<file path="config.mk">
export PLATFORM = sky130hd
export DESIGN_NAME = bus_arbiter_flat
export DESIGN_NICKNAME = d
export VERILOG_FILES = /design/src/rtl/bus_arb_pkg.sv /design/src/rtl/bus_arbiter_if.sv /design/src/rtl/bus_req_latch.sv /design/src/rtl/bus_arbiter.sv /design/src/flat_wrapper.sv
export SDC_FILE = /design/constraint.sdc
export NUM_CORES = 1
export LEC_CHECK = 0
export CAP_MARGIN = 20
export CORE_MARGIN = 2
export CORE_UTILIZATION = 37
export CTS_CLUSTER_SIZE = 10
export DETAILED_ROUTE_END_ITERATION = 6
export DONT_BUFFER_PORTS = 1
export MAX_ROUTING_LAYER = met4
export SYNTH_ARGS = -nofsm -noshare
export SYNTH_HDL_FRONTEND = slang
export SYNTH_SLANG_ARGS = --single-unit
</file>
<file path="constraint.sdc">
create_clock -name clk -period 1.74 [get_ports clk]
set_clock_uncertainty 0.1 [all_clocks]
set_input_delay 0.174 -clock clk [delete_from_list [all_inputs] [get_ports clk]]
set_output_delay 0.174 -clock clk [all_outputs]
set_load 0.005 [all_outputs]
</file>
<file path="src/rtl/bus_arb_pkg.sv">
// rtl/bus_arb_pkg.sv - shared types and constants for the two-master bus arbiter
package bus_arb_pkg;

    localparam int DEF_ADDR_W = 27;
    localparam int DEF_DATA_W = 32;

    localparam logic M_CPU = 1'b0;
    localparam logic M_AUX = 1'b1;

    typedef enum logic [1:0] {
        ST_IDLE = 2'd0,
        ST_REQ  = 2'd1,
        ST_WAIT = 2'd2
    } arb_state_t;

endpackage

</file>
<file path="src/rtl/bus_arbiter_if.sv">
// rtl/bus_arbiter_if.sv - master-side, memory-side and status signals of the bus arbiter
interface bus_arbiter_if import bus_arb_pkg::*; #(
    parameter int ADDR_W = DEF_ADDR_W,
    parameter int DATA_W = DEF_DATA_W
);

    logic [ADDR_W-1:0] m0_addr;
    logic [DATA_W-1:0] m0_data;
    logic              m0_we;
    logic              m0_start;
    logic [DATA_W-1:0] m0_q;
    logic              m0_done;

    logic [ADDR_W-1:0] m1_addr;
    logic [DATA_W-1:0] m1_data;
    logic              m1_we;
    logic              m1_start;
    logic [DATA_W-1:0] m1_q;
    logic              m1_done;

    logic [ADDR_W-1:0] bus_addr;
    logic [DATA_W-1:0] bus_data;
    logic              bus_we;
    logic              bus_start;
    logic [DATA_W-1:0] bus_q;
    logic              bus_done;

    logic              grant;
    logic              busy;
    logic              err;

    // Arbiter view: takes requests and memory responses, drives everything else.
    modport slave (
        input  m0_addr, m0_data, m0_we, m0_start,
        input  m1_addr, m1_data, m1_we, m1_start,
        input  bus_q, bus_done,
        output m0_q, m0_done, m1_q, m1_done,
        output bus_addr, bus_data, bus_we, bus_start,
        output grant, busy, err
    );

    // Environment view: the two bus masters plus the memory unit.
    modport master (
        output m0_addr, m0_data, m0_we, m0_start,
        output m1_addr, m1_data, m1_we, m1_start,
        output bus_q, bus_done,
        input  m0_q, m0_done, m1_q, m1_done,
        input  bus_addr, bus_data, bus_we, bus_start,
        input  grant, busy, err
    );

endinterface

</file>
<file path="src/rtl/bus_req_latch.sv">
// rtl/bus_req_latch.sv - one-deep request holder for a single bus master
module bus_req_latch import bus_arb_pkg::*; #(
    parameter int ADDR_W = DEF_ADDR_W,
    parameter int DATA_W = DEF_DATA_W
) (
    input  logic              clk,
    input  logic              nreset,
    input  logic              start,
    input  logic [ADDR_W-1:0] addr_in,
    input  logic [DATA_W-1:0] data_in,
    input  logic              we_in,
    input  logic              clear,
    input  logic              in_flight,
    output logic              pend,
    output logic [ADDR_W-1:0] addr,
    output logic [DATA_W-1:0] data,
    output logic              we,
    output logic              err_pulse
);

    logic accept;

    // A master owns at most one request: a second start while one is queued
    // or on the bus is dropped and flagged.
    assign err_pulse = start && (pend || in_flight);
    assign accept    = start && !pend && !in_flight;

    // Hold the request fields until the arbiter issues them onto the bus.
    always_ff @(posedge clk) begin
        if (!nreset) begin
            pend <= 1'b0;
            addr <= '0;
            data <= '0;
            we   <= 1'b0;
        end else if (clear) begin
            pend <= 1'b0;
        end else if (accept) begin
            pend <= 1'b1;
            addr <= addr_in;
            data <= data_in;
            we   <= we_in;
        end
    end

endmodule

</file>
<file path="src/rtl/bus_arbiter.sv">
// rtl/bus_arbiter.sv - serialises two masters onto one start/done memory bus
module bus_arbiter import bus_arb_pkg::*; #(
    parameter int ADDR_W     = DEF_ADDR_W,
    parameter int DATA_W     = DEF_DATA_W,
    parameter int FIXED_PRIO = 0
) (
    input  logic         clk,
    input  logic         nreset,
    bus_arbiter_if.slave bif
);

    arb_state_t        state;
    logic              last_grant;
    logic              flush;

    logic              pend0, pend1;
    logic              we0_l, we1_l;
    logic              err0, err1;
    logic [ADDR_W-1:0] addr0_l, addr1_l;
    logic [DATA_W-1:0] data0_l, data1_l;

    logic              in_xfer;
    logic              req0, req1;
    logic              win;
    logic [ADDR_W-1:0] win_addr;
    logic [DATA_W-1:0] win_data;
    logic              win_we;

    assign in_xfer = (state == ST_REQ) || (state == ST_WAIT);

    bus_req_latch #(.ADDR_W(ADDR_W), .DATA_W(DATA_W)) u_req0 (
        .clk       (clk),
        .nreset    (nreset),
        .start     (bif.m0_start),
        .addr_in   (bif.m0_addr),
        .data_in   (bif.m0_data),
        .we_in     (bif.m0_we),
        .clear     ((state == ST_REQ) && (bif.grant == M_CPU)),
        .in_flight (in_xfer && (bif.grant == M_CPU)),
        .pend      (pend0),
        .addr      (addr0_l),
        .data      (data0_l),
        .we        (we0_l),
        .err_pulse (err0)
    );

    bus_req_latch #(.ADDR_W(ADDR_W), .DATA_W(DATA_W)) u_req1 (
        .clk       (clk),
        .nreset    (nreset),
        .start     (bif.m1_start),
        .addr_in   (bif.m1_addr),
        .data_in   (bif.m1_data),
        .we_in     (bif.m1_we),
        .clear     ((state == ST_REQ) && (bif.grant == M_AUX)),
        .in_flight (in_xfer && (bif.grant == M_AUX)),
        .pend      (pend1),
        .addr      (addr1_l),
        .data      (data1_l),
        .we        (we1_l),
        .err_pulse (err1)
    );

    // Pick the next owner; a start arriving this cycle bypasses its latch so
    // an idle bus issues on the very next cycle.
    always_comb begin
        req0 = pend0 || bif.m0_start;
        req1 = pend1 || bif.m1_start;
        if (req0 && req1) begin
            win = (FIXED_PRIO != 0) ? M_CPU : ~last_grant;
        end else begin
            win = req1 ? M_AUX : M_CPU;
        end
        if (win == M_AUX) begin
            win_addr = pend1 ? addr1_l : bif.m1_addr;
            win_data = pend1 ? data1_l : bif.m1_data;
            win_we   = pend1 ? we1_l   : bif.m1_we;
        end else begin
            win_addr = pend0 ? addr0_l : bif.m0_addr;
            win_data = pend0 ? data0_l : bif.m0_data;
            win_we   = pend0 ? we0_l   : bif.m0_we;
        end
    end

    // Transfer sequencer: issue, wait for done, route the response back.
    // flush absorbs the one late done that a transfer abandoned by reset may
    // still deliver, so it is not mistaken for a protocol error.
    always_ff @(posedge clk) begin
        if (!nreset) begin
            state         <= ST_IDLE;
            last_grant    <= M_AUX;
            flush         <= 1'b1;
            bif.bus_addr  <= '0;
            bif.bus_data  <= '0;
            bif.bus_we    <= 1'b0;
            bif.bus_start <= 1'b0;
            bif.grant     <= M_CPU;
            bif.busy      <= 1'b0;
            bif.err       <= 1'b0;
            bif.m0_q      <= '0;
            bif.m0_done   <= 1'b0;
            bif.m1_q      <= '0;
            bif.m1_done   <= 1'b0;
        end else begin
            bif.bus_start <= 1'b0;
            bif.m0_done   <= 1'b0;
            bif.m1_done   <= 1'b0;
            if (err0 || err1) begin
                bif.err <= 1'b1;
            end
            case (state)
                ST_IDLE: begin
                    if (bif.bus_done) begin
                        if (!flush) begin
                            bif.err <= 1'b1;
                        end
                        flush <= 1'b0;
                    end
                    if (req0 || req1) begin
                        state         <= ST_REQ;
                        flush         <= 1'b0;
                        bif.bus_start <= 1'b1;
                        bif.busy      <= 1'b1;
                        bif.grant     <= win;
                        bif.bus_addr  <= win_addr;
                        bif.bus_data  <= win_data;
                        bif.bus_we    <= win_we;
                    end
                end
                ST_REQ: begin
                    state <= ST_WAIT;
                    if (bif.bus_done) begin
                        bif.err <= 1'b1;
                    end
                end
                ST_WAIT: begin
                    if (bif.bus_done) begin
                        state      <= ST_IDLE;
                        bif.busy   <= 1'b0;
                        last_grant <= bif.grant;
                        if (bif.grant == M_AUX) begin
                            bif.m1_q    <= bif.bus_q;
                            bif.m1_done <= 1'b1;
                        end else begin
                            bif.m0_q    <= bif.bus_q;
                            bif.m0_done <= 1'b1;
                        end
                    end
                end
                default: begin
                    state <= ST_IDLE;
                end
            endcase
        end
    end

endmodule

</file>
<file path="src/flat_wrapper.sv">
// flat-port wrapper written by rule: the top's interface ports become plain ports
module bus_arbiter_flat import bus_arb_pkg::*;
#(
    parameter int ADDR_W     = DEF_ADDR_W,
    parameter int DATA_W     = DEF_DATA_W,
    parameter int FIXED_PRIO = 0
)
  (clk, nreset, bif_m0_addr, bif_m0_data, bif_m0_we, bif_m0_start, bif_m1_addr, bif_m1_data, bif_m1_we, bif_m1_start, bif_bus_q, bif_bus_done, bif_m0_q, bif_m0_done, bif_m1_q, bif_m1_done, bif_bus_addr, bif_bus_data, bif_bus_we, bif_bus_start, bif_grant, bif_busy, bif_err);
  bus_arbiter_if #(.ADDR_W(ADDR_W), .DATA_W(DATA_W)) bif_i ();
  input  logic clk;
  input  logic nreset;
  input wire logic [$bits(bif_i.m0_addr)-1:0] bif_m0_addr;
  input wire logic [$bits(bif_i.m0_data)-1:0] bif_m0_data;
  input wire logic [$bits(bif_i.m0_we)-1:0] bif_m0_we;
  input wire logic [$bits(bif_i.m0_start)-1:0] bif_m0_start;
  input wire logic [$bits(bif_i.m1_addr)-1:0] bif_m1_addr;
  input wire logic [$bits(bif_i.m1_data)-1:0] bif_m1_data;
  input wire logic [$bits(bif_i.m1_we)-1:0] bif_m1_we;
  input wire logic [$bits(bif_i.m1_start)-1:0] bif_m1_start;
  input wire logic [$bits(bif_i.bus_q)-1:0] bif_bus_q;
  input wire logic [$bits(bif_i.bus_done)-1:0] bif_bus_done;
  output wire logic [$bits(bif_i.m0_q)-1:0] bif_m0_q;
  output wire logic [$bits(bif_i.m0_done)-1:0] bif_m0_done;
  output wire logic [$bits(bif_i.m1_q)-1:0] bif_m1_q;
  output wire logic [$bits(bif_i.m1_done)-1:0] bif_m1_done;
  output wire logic [$bits(bif_i.bus_addr)-1:0] bif_bus_addr;
  output wire logic [$bits(bif_i.bus_data)-1:0] bif_bus_data;
  output wire logic [$bits(bif_i.bus_we)-1:0] bif_bus_we;
  output wire logic [$bits(bif_i.bus_start)-1:0] bif_bus_start;
  output wire logic [$bits(bif_i.grant)-1:0] bif_grant;
  output wire logic [$bits(bif_i.busy)-1:0] bif_busy;
  output wire logic [$bits(bif_i.err)-1:0] bif_err;
  assign bif_i.m0_addr = bif_m0_addr;
  assign bif_i.m0_data = bif_m0_data;
  assign bif_i.m0_we = bif_m0_we;
  assign bif_i.m0_start = bif_m0_start;
  assign bif_i.m1_addr = bif_m1_addr;
  assign bif_i.m1_data = bif_m1_data;
  assign bif_i.m1_we = bif_m1_we;
  assign bif_i.m1_start = bif_m1_start;
  assign bif_i.bus_q = bif_bus_q;
  assign bif_i.bus_done = bif_bus_done;
  assign bif_m0_q = bif_i.m0_q;
  assign bif_m0_done = bif_i.m0_done;
  assign bif_m1_q = bif_i.m1_q;
  assign bif_m1_done = bif_i.m1_done;
  assign bif_bus_addr = bif_i.bus_addr;
  assign bif_bus_data = bif_i.bus_data;
  assign bif_bus_we = bif_i.bus_we;
  assign bif_bus_start = bif_i.bus_start;
  assign bif_grant = bif_i.grant;
  assign bif_busy = bif_i.busy;
  assign bif_err = bif_i.err;
  bus_arbiter #(.ADDR_W(ADDR_W), .DATA_W(DATA_W), .FIXED_PRIO(FIXED_PRIO)) u_core (.clk(clk), .nreset(nreset), .bif(bif_i));
endmodule
</file>
# Word level (Yosys, flattened, before mapping)
# Cells that the tools add are included.
# classes
n_addsub	0
multipliers	0
div_mod_pow	0
order_cmp	0
n_eq_ne	4
n_shift	0
muxes	26
bitwise	5
reduce_logical	38
# ops
op	n
32-bit two-way mux	3
27-bit two-way mux	3
1-bit two-way mux	15
2-bit AND reduction	7
3-bit AND reduction	4
1-bit logical AND	11
1-bit logical OR	7
2-bit case mux with 3 select lines	1
1-bit NOT	5
1-bit logical NOT	4
2-bit two-way mux	2
1-bit case mux with 2 select lines	2
2-bit nonzero test	2
2-bit OR reduction	2
2-bit by 1-bit == test with 1-bit output (second input constant)	1
2-bit == test (second input constant)	1
2-bit logical NOT	1
2-bit by 1-bit != test with 1-bit output (second input constant)	1
2-bit != test (second input constant)	1
# totals
regBits	256
latchBits	0
mem_bits_rw	0
romBits	0
in_bits	157
output_inout_bits	130
wordCells	95
mem_count	0

# Logic depth before layout (Yosys ltp)
# Gate-level depths: netlist of run 1.
# logic_depth
word_depth	10
depth_mapped	8

# Modules after synthesis
# From an unflattened synthesis of run 1, not the netlist that was laid out.
# hier_totals
hier_cells	1198
hier_area_um2	11297.1
# by_module_without_submodules
module	n_inst	cells_each	area_each_um2
bus_arbiter	1	666	6212.2
bus_req_latch	2	266	2542.4

# Worst setup path before layout of run 1
# Ideal clock, no wire load.
# synth_timing
path_kind	register to register
start	register u_core.state[0]
end	register u_core.u_req1.addr[26]
arrival_time_ns	1.568
required_time_ns	1.570
setup_slack_ns	0.002
path_stages_with_launch	9
n_path_buf	2
period_less_slack_ns	1.738
path_cell_list	dfxtp_1 inv_1 ha_1 o21ai_0 and3b_1 clkbuf_1 buf_2 nand2_1 a21oi_1
# synth_via
elab_chain_len	6
# synth_lines
item	line	text
from (decl)	bus_arbiter.sv:12	arb_state_t state;
from (signal assigned)	bus_arbiter.sv:89	state <= ST_IDLE;
from (signal assigned)	bus_arbiter.sv:119	state <= ST_REQ;
from (signal assigned)	bus_arbiter.sv:130	state <= ST_WAIT;
2-bit by 1-bit == test with 1-bit output / 2-bit == test (equally long branches)	bus_arbiter.sv:29, bus_arbiter.sv:54	
1-bit logical OR	bus_arbiter.sv:29	assign in_xfer = (state == ST_REQ) || (state == ST_WAIT);
1-bit logical AND	bus_arbiter.sv:55	.in_flight (in_xfer && (bif.grant == M_AUX)),
1-bit logical NOT	bus_req_latch.sv:26	assign accept = start && !pend && !in_flight;
1-bit logical AND	bus_req_latch.sv:26	
2-bit AND reduction (no source line) (*)	-	
to (signal assigned)	bus_req_latch.sv:39	addr <= addr_in;
to (decl)	bus_req_latch.sv:15	output logic [ADDR_W-1:0] addr,
# Mark *: on every way between the ends. The rest lies on a longest branch, timed or not.
# A chain may end at the register's enable or synchronous reset.

# Final worst setup path of run 1
# layout_timing
start	register u_core.state[1]
end	register u_core.u_req1.data[23]
# layout_via
elab_chain_len	6
# layout_lines
item	line	text
2-bit by 1-bit == test with 1-bit output / 2-bit == test (equally long branches)	bus_arbiter.sv:29, bus_arbiter.sv:54	
1-bit logical OR	bus_arbiter.sv:29	
1-bit logical AND	bus_arbiter.sv:55	
1-bit logical NOT	bus_req_latch.sv:26	
1-bit logical AND	bus_req_latch.sv:26	
2-bit AND reduction (no source line) (*)	-	
to (signal assigned)	bus_req_latch.sv:40	data <= data_in;
to (decl)	bus_req_latch.sv:16	output logic [DATA_W-1:0] data,
# Marked as above.

==> results.ini, run 1 <==
[status]
status=finished, violations left
violations=hold timing, setup timing

[worst_setup_path]
endpoint_kind=flop
max_stage_delay_ns=0.35
arrival_ns=2.10
cp_top_family=buffers and inverters
crit_buf_inv=4
path_cells=inv_4 -> ha_4 -> o21ai_4 -> and3b_2 -> buf_6 -> buf_8 -> clkbuf_16 -> nand2_2 -> a21oi_1
slowest_stage=dfxtp_2
worstPathRequired_ns=2.04
r2r_slack_ns=-0.06
cp-start-kind=flop
cp_max_fo=6
critPathKind=reg -> reg

[synth]
yosysUniqueCellTypes=30
syn_inst=1202
synth_commonest_cells=nand2_1 (431), dfxtp_1 (256), a21oi_1 (157)
synth.most_common_cell=nand2_1
synth_compound_area_share_pct=16.7
synthesis.area_um2=10500
yosysTopAreaCell=dfxtp_1
ys.flop_type=dfxtp_1
yosys-top-cells-area=dfxtp_1 (49%), nand2_1 (15%), mux2i_1 (12%)
yosys_warnings=0
synth_top_family_by_area=simple AND/OR/NAND/NOR gates
syn_nets=1363
synthArstFlopShare_pct=0
synthSimpleGateAreaFrac_pct=17.0
synth_edf_count=0
avgSynthCellArea_um2=8.71
synth.top_cell.area_share_pct=49.0
synth_xor_area_share_pct=0
ys_seq_area_share_pct=49.0
ys_ff_latch=256
synth_adder_area_share_pct=0.478
synth.area.mux_share_pct=11.7

[cells_and_area]
post-route-util_pct=51.7
fin_nets=1528
multiInputGateArea_um2=5140
synthToLayoutAreaGrowth_pct=37.4
drive_gt1_share_pct=13.9
seq_area_um2=5130
fillers=2520
design_area_um2=14400

[min_path]
hold_class=in -> reg

[detailed_routing]
drtIter0Drc=544
dr.pass1.iters=5
drt-total-wl_um=34200
vias=9321
wl_per_cell_um=19.5
antenna_left=0
vias_per_cell=5.31
drc=0

[clock_tree]
clk_path_buf_depth=3
htreeDepth=1
numCtsBuffers=30
cts_tree=built
insertion_delay_ns=0.55
cts.reportedPaths.clkPinSlew_ns=0.06
cts_sinks=256
clockRootBuffer=clkbuf_16

[grt]
grt.total_usage_pct=22.0
grt_pass1_wl_um=49800
grt_pass1_vias=9175
overflow=0
grt_max_degree=76
antenna_found_initial=3

[placement]
port_buffers=0
place_area_um2=11000
gp_congestion=0.787
dpl.hpwl_um=18900
pre_cts_slack_ns=-0.0732

[floorplan]
die_area_um2=29600
die_w_um=172
initial_utilization_pct=37.7
rows=61
core_um2=27800
io_pins=287
die_h_um=172

[pwr]
p_leak_uw=0.00550
vdd_drop_max_mv=0.750
power.density_nw_per_um2=1130

[timing]
setup_ws_ns=-0.0560
slew_violations=0
hold_violations=2
relSlewSlack_pct=59.7
fin_hold_ws_ns=-0.352
setup_viol=40
finalCritPeriodShare_pct=103
worst_slew_pin_slew_ns=0.605
min_period_ns=1.80
clock.fmax_mhz=557
rsz0062_at_grt=yes

[run]
max-cap-violations=0

==> what timing repair did <==
action | in CTS | in global routing
endpoints found under the hold margin | 255 | 28
gates cloned | 7 | 9
hold buffers | 156 | 3
pin swaps | 4 | 31
gates resized for setup | 24 | 86
setup endpoints to repair | 160 | 209
buffers inserted | 11 | 8
==> path summary, 6_finish.rpt <==
kind	startpoint	endpoint	cells past startpoint
worst min-delay path	nreset	u_core.state[0]	1
worst max-delay path	u_core.state[1]	u_core.u_req1.data[23]	9
worst max register to register	u_core.state[1]	u_core.u_req1.data[23]	9
worst min register to register	u_core.u_req0.data[19]	u_core.u_req0.data[19]	2
==> flip-flops by register name, summed over array words and instances (netlist names), 2 cells and up <==
register             flops
u_core.bif.bus_addr     27
u_core.bif.bus_data     32
u_core.bif.m0_q         32
u_core.bif.m1_q         32
u_core.state             2
u_core.u_req0.addr      27
u_core.u_req0.data      32
u_core.u_req1.addr      27
u_core.u_req1.data      32
==> per-layer routing <==
metal	part of all wire, %	vias to the layer above	GRT usage, %
met3	7.4	75	5.06
met5	0	-	-
met1	41	4448	25.6
met2	48	343	37.5
met4	2.9	0	7.16
li1	-	4455	-
==> cells by family after synthesis <==
| family | count (synthesis) |
|---|---|
| AO/OA/AOI/OAI | 260 |
| flip-flops | 256 |
| adder cells (fa/ha/maj) | 4 |
| buffers and inverters | 102 |
| AND/OR/NAND/NOR | 458 |
| multiplexers | 122 |
==> worst reg2reg max path, cell delays in order (launching register included) <==
cell,delay [ns]
dfxtp_2,0.35
inv_4,0.06
ha_4,0.29
o21ai_4,0.06
and3b_2,0.24
buf_6,0.13
buf_8,0.14
clkbuf_16,0.17
nand2_2,0.06
a21oi_1,0.06
==> report_power, final <==
part           internal [µW]  switching (µW)  leakage, µW
Combinational           1790            1960      0.00300
Clock                   3220            2320     0.000408
Sequential              6480             457      0.00209
==> cell type report <==
type | count | area share [%]
Clock inverter | 2 | 0.0957
Tap cell | 378 | 3.29
Inverter | 3 | 0.113
Timing Repair Buffer | 232 | 19.3
Multi-Input combinational cell | 844 | 35.8
Antenna cell | 4 | 0.0696
Clock buffer | 36 | 5.67
Sequential cell | 256 | 35.7
==> per-stage QoR <==
step / TNS, ns / cells / power, µW
6_report: -1.04 / 1755 / 16200
5_1_grt: -2.31 / 1754 / 16900
4_1_cts: -0.0445 / 1734 / 15900
3_5_place_dp: -3.36 / 1522 / 9720
3_3_place_gp: -0.326 / 1522 / 9660
2_1_floorplan: 0 / 1202 / 8870
==> placed cells by master, fill, tap and decap left out, types with 3 or more instances in the layout <==
| master | count |
|---|---|
| nor2_2 | 3 |
| buf_16 | 7 |
| clkbuf_1 | 3 |
| nand2b_1 | 3 |
| dlygate4sd3_1 | 158 |
| dfxtp_1 | 252 |
| buf_12 | 22 |
| buf_6 | 9 |
| a22o_1 | 32 |
| nor2_1 | 6 |
| a32o_1 | 60 |
| nand2_1 | 400 |
| nand2_4 | 16 |
| mux2i_1 | 122 |
| a21oi_1 | 132 |
| a21oi_2 | 25 |
| nor2b_1 | 4 |
| buf_8 | 3 |
| buf_4 | 24 |
| o21ai_4 | 3 |
| clkbuf_16 | 39 |
| nand2_2 | 15 |
| diode_2 | 4 |
No activity file was read; power rests on OpenSTA's default activity.
==> run 2, diff against run 1 <==
--- a/constraint.sdc
+++ b/constraint.sdc
@@ -4,2 +4,2 @@
 set_output_delay 0.174 -clock clk [all_outputs]
-set_load 0.005 [all_outputs]
+set_load 0.1 [all_outputs]
==> run 2 against run 1 <==
- the run ends with setup timing left
- cell count grew 7.3%
- sequential power shrank 2%
- global-route usage shrank 0.40 points
- final area grew 6.6%
- largest cell class unchanged
- highest routed layer unchanged
==> results.ini, run 2 (synthesis results as in run 1) <==
[status]
status=finished, violations left
violations=setup timing

[pwr]
power.density_nw_per_um2=1240  ; +9.7%
vdd_drop_max_mv=0.825  ; +10%
p_leak_uw=0.00612  ; +11%

[timing]
slew_violations=0  ; unchanged
relSlewSlack_pct=58.8  ; -0.92 points
hold_violations=0  ; -2
setup_ws_ns=-0.0669  ; -0.0109 ns
setup_viol=43  ; +7.5%
min_period_ns=1.81  ; +0.0109 ns
clock.fmax_mhz=553  ; -0.60%
rsz0062_at_grt=yes
finalCritPeriodShare_pct=104  ; +0.62 points
worst_slew_pin_slew_ns=0.616  ; +0.0115 ns

[placement]
dpl.cell_count=1659  ; +9.0%
port_buffers=0  ; unchanged
dpl.hpwl_um=20300  ; +7.7%
gp_congestion=0.809  ; +2.8%

[clock_tree]
clk_path_buf_depth=3  ; unchanged
insertion_delay_ns=0.55  ; about the same
clockRootBuffer=clkbuf_16
cts.reportedPaths.clkPinSlew_ns=0.06  ; about the same
cts_sinks=256  ; unchanged
numCtsBuffers=30  ; unchanged
htreeDepth=1  ; unchanged
cts_tree=built

[min_path]
worstHoldPathCells=4  ; +3
hold_class=in -> reg

[worst_setup_path]
cp_max_fo=7  ; +1
reg2reg_depth=8  ; -1
endpoint_kind=flop
cp-start-kind=flop
critPathKind=reg -> reg
worstPathRequired_ns=2.11  ; +0.07 ns
arrival_ns=2.18  ; +0.08 ns

[grt]
grt.total_usage_pct=21.6  ; -0.40 points
grt_pass1_wl_um=49700  ; -0.29%
grt_max_degree=72  ; -5.3%
overflow=0  ; unchanged
grt_pass1_vias=9665  ; +5.3%
antenna_found_initial=4  ; +1

[floorplan]
io_pins=287  ; unchanged
initial_utilization_pct=37.7  ; unchanged
rows=61  ; unchanged
die_h_um=172  ; unchanged
die_area_um2=29600  ; unchanged
die_w_um=172  ; unchanged
core_um2=27800  ; unchanged

[cells_and_area]
drive_gt1_share_pct=23.2  ; +9.3 points
seq_area_um2=5140  ; about the same
final_common_cell=nand2_1
multiInputGateArea_um2=5210  ; +1.4%
fin_cells=1883  ; +7.3%
layout_common_cells=nand2_1 (389), dfxtp_1 (251), dlygate4sd3_1 (156), buf_4 (151), mux2i_1 (122)
synthToLayoutAreaGrowth_pct=46.4
fillers=2441  ; -3.1%
fin_nets=1653  ; +8.2%
post-route-util_pct=55.2  ; +3.4 points

[detailed_routing]
wl_per_cell_um=18.4  ; -5.5%
antenna_left=0  ; unchanged
drc=0  ; unchanged
vias_per_cell=5.18  ; -2.4%
drt-total-wl_um=34700  ; +1.4%
dr.pass1.iters=5  ; unchanged
vias=9761  ; +4.7%
drtIter0Drc=541  ; -0.55%

[run]
max-cap-violations=0  ; unchanged

run 2: per-layer routing:
metal	routed length [µm]	vias to the layer above	part of all wire, %	global-route usage [%]
met5	0	-	0	-
met4	920	0	2.7	6.47
met3	2430	64	7.0	4.99
met2	16800	337	48	36.7
met1	14600	4662	42	25.5
li1	-	4698	-	-
run 2: worst paths after layout:
path | from | end | slack (ns)
min | bif_m1_start | u_core.u_req1.addr[7] | 0.05
max reg2reg | u_core.state[1] | u_core.u_req1.data[18] | -0.07
max | u_core.state[1] | u_core.u_req1.data[18] | -0.07
min reg2reg | u_core.u_req1.addr[24] | u_core.u_req1.addr[24] | 0.35
run 2: stage by stage:
stage	area [µm²]	power, µW	setup WS (ns)	TNS (ns)	hold WS, ns
finish	15300	19000	-0.0669	-0.686	0.0469
global route	15300	19700	-0.138	-6.47	0.0875
CTS	14600	18500	0.000434	0	-0.359
detailed placement	12100	12500	-0.0343	-1.18	0.148
global placement	12100	12400	0.000839	0	0.142
floorplan	10500	11100	0.00196	0	0.136
run 2: layout make-up:
| cell class | instances | share of cell area (%) |
|---|---|---|
| repair buffers | 357 | 23.8 |
| inverters | 3 | 0.106 |
| flip-flops and latches | 256 | 33.5 |
| clock buffers | 38 | 5.30 |
| clock inverters | 2 | 0.0653 |
| diodes | 5 | 0.0816 |
| well taps | 378 | 3.09 |
| multi-input cells | 844 | 34.0 |
run 2: power breakdown:
part	switching [µW]	internal, µW	total [µW]
clock network	2310	3200	5510
registers	315	6470	6790
logic	4490	2190	6680
run 2: what timing repair did:
action                                  4_1_cts  5_1_grt
endpoints found under the hold margin       255        8
gates cloned                                  3       15
resized for setup                            19      117
pin swaps                                     2       55
hold buffers                                152        4
buffers inserted                              5        3
endpoints found under the setup margin       99      153
run 2: worst max-delay path, stage by stage, from the launching register on:
cell and delay (ns):
dfxtp_2 0.35, inv_4 0.05, ha_4 0.25, o21ai_2 0.12
and3b_2 0.28, buf_6 0.17, buf_12 0.15, nand2_1 0.09
a21oi_2 0.15
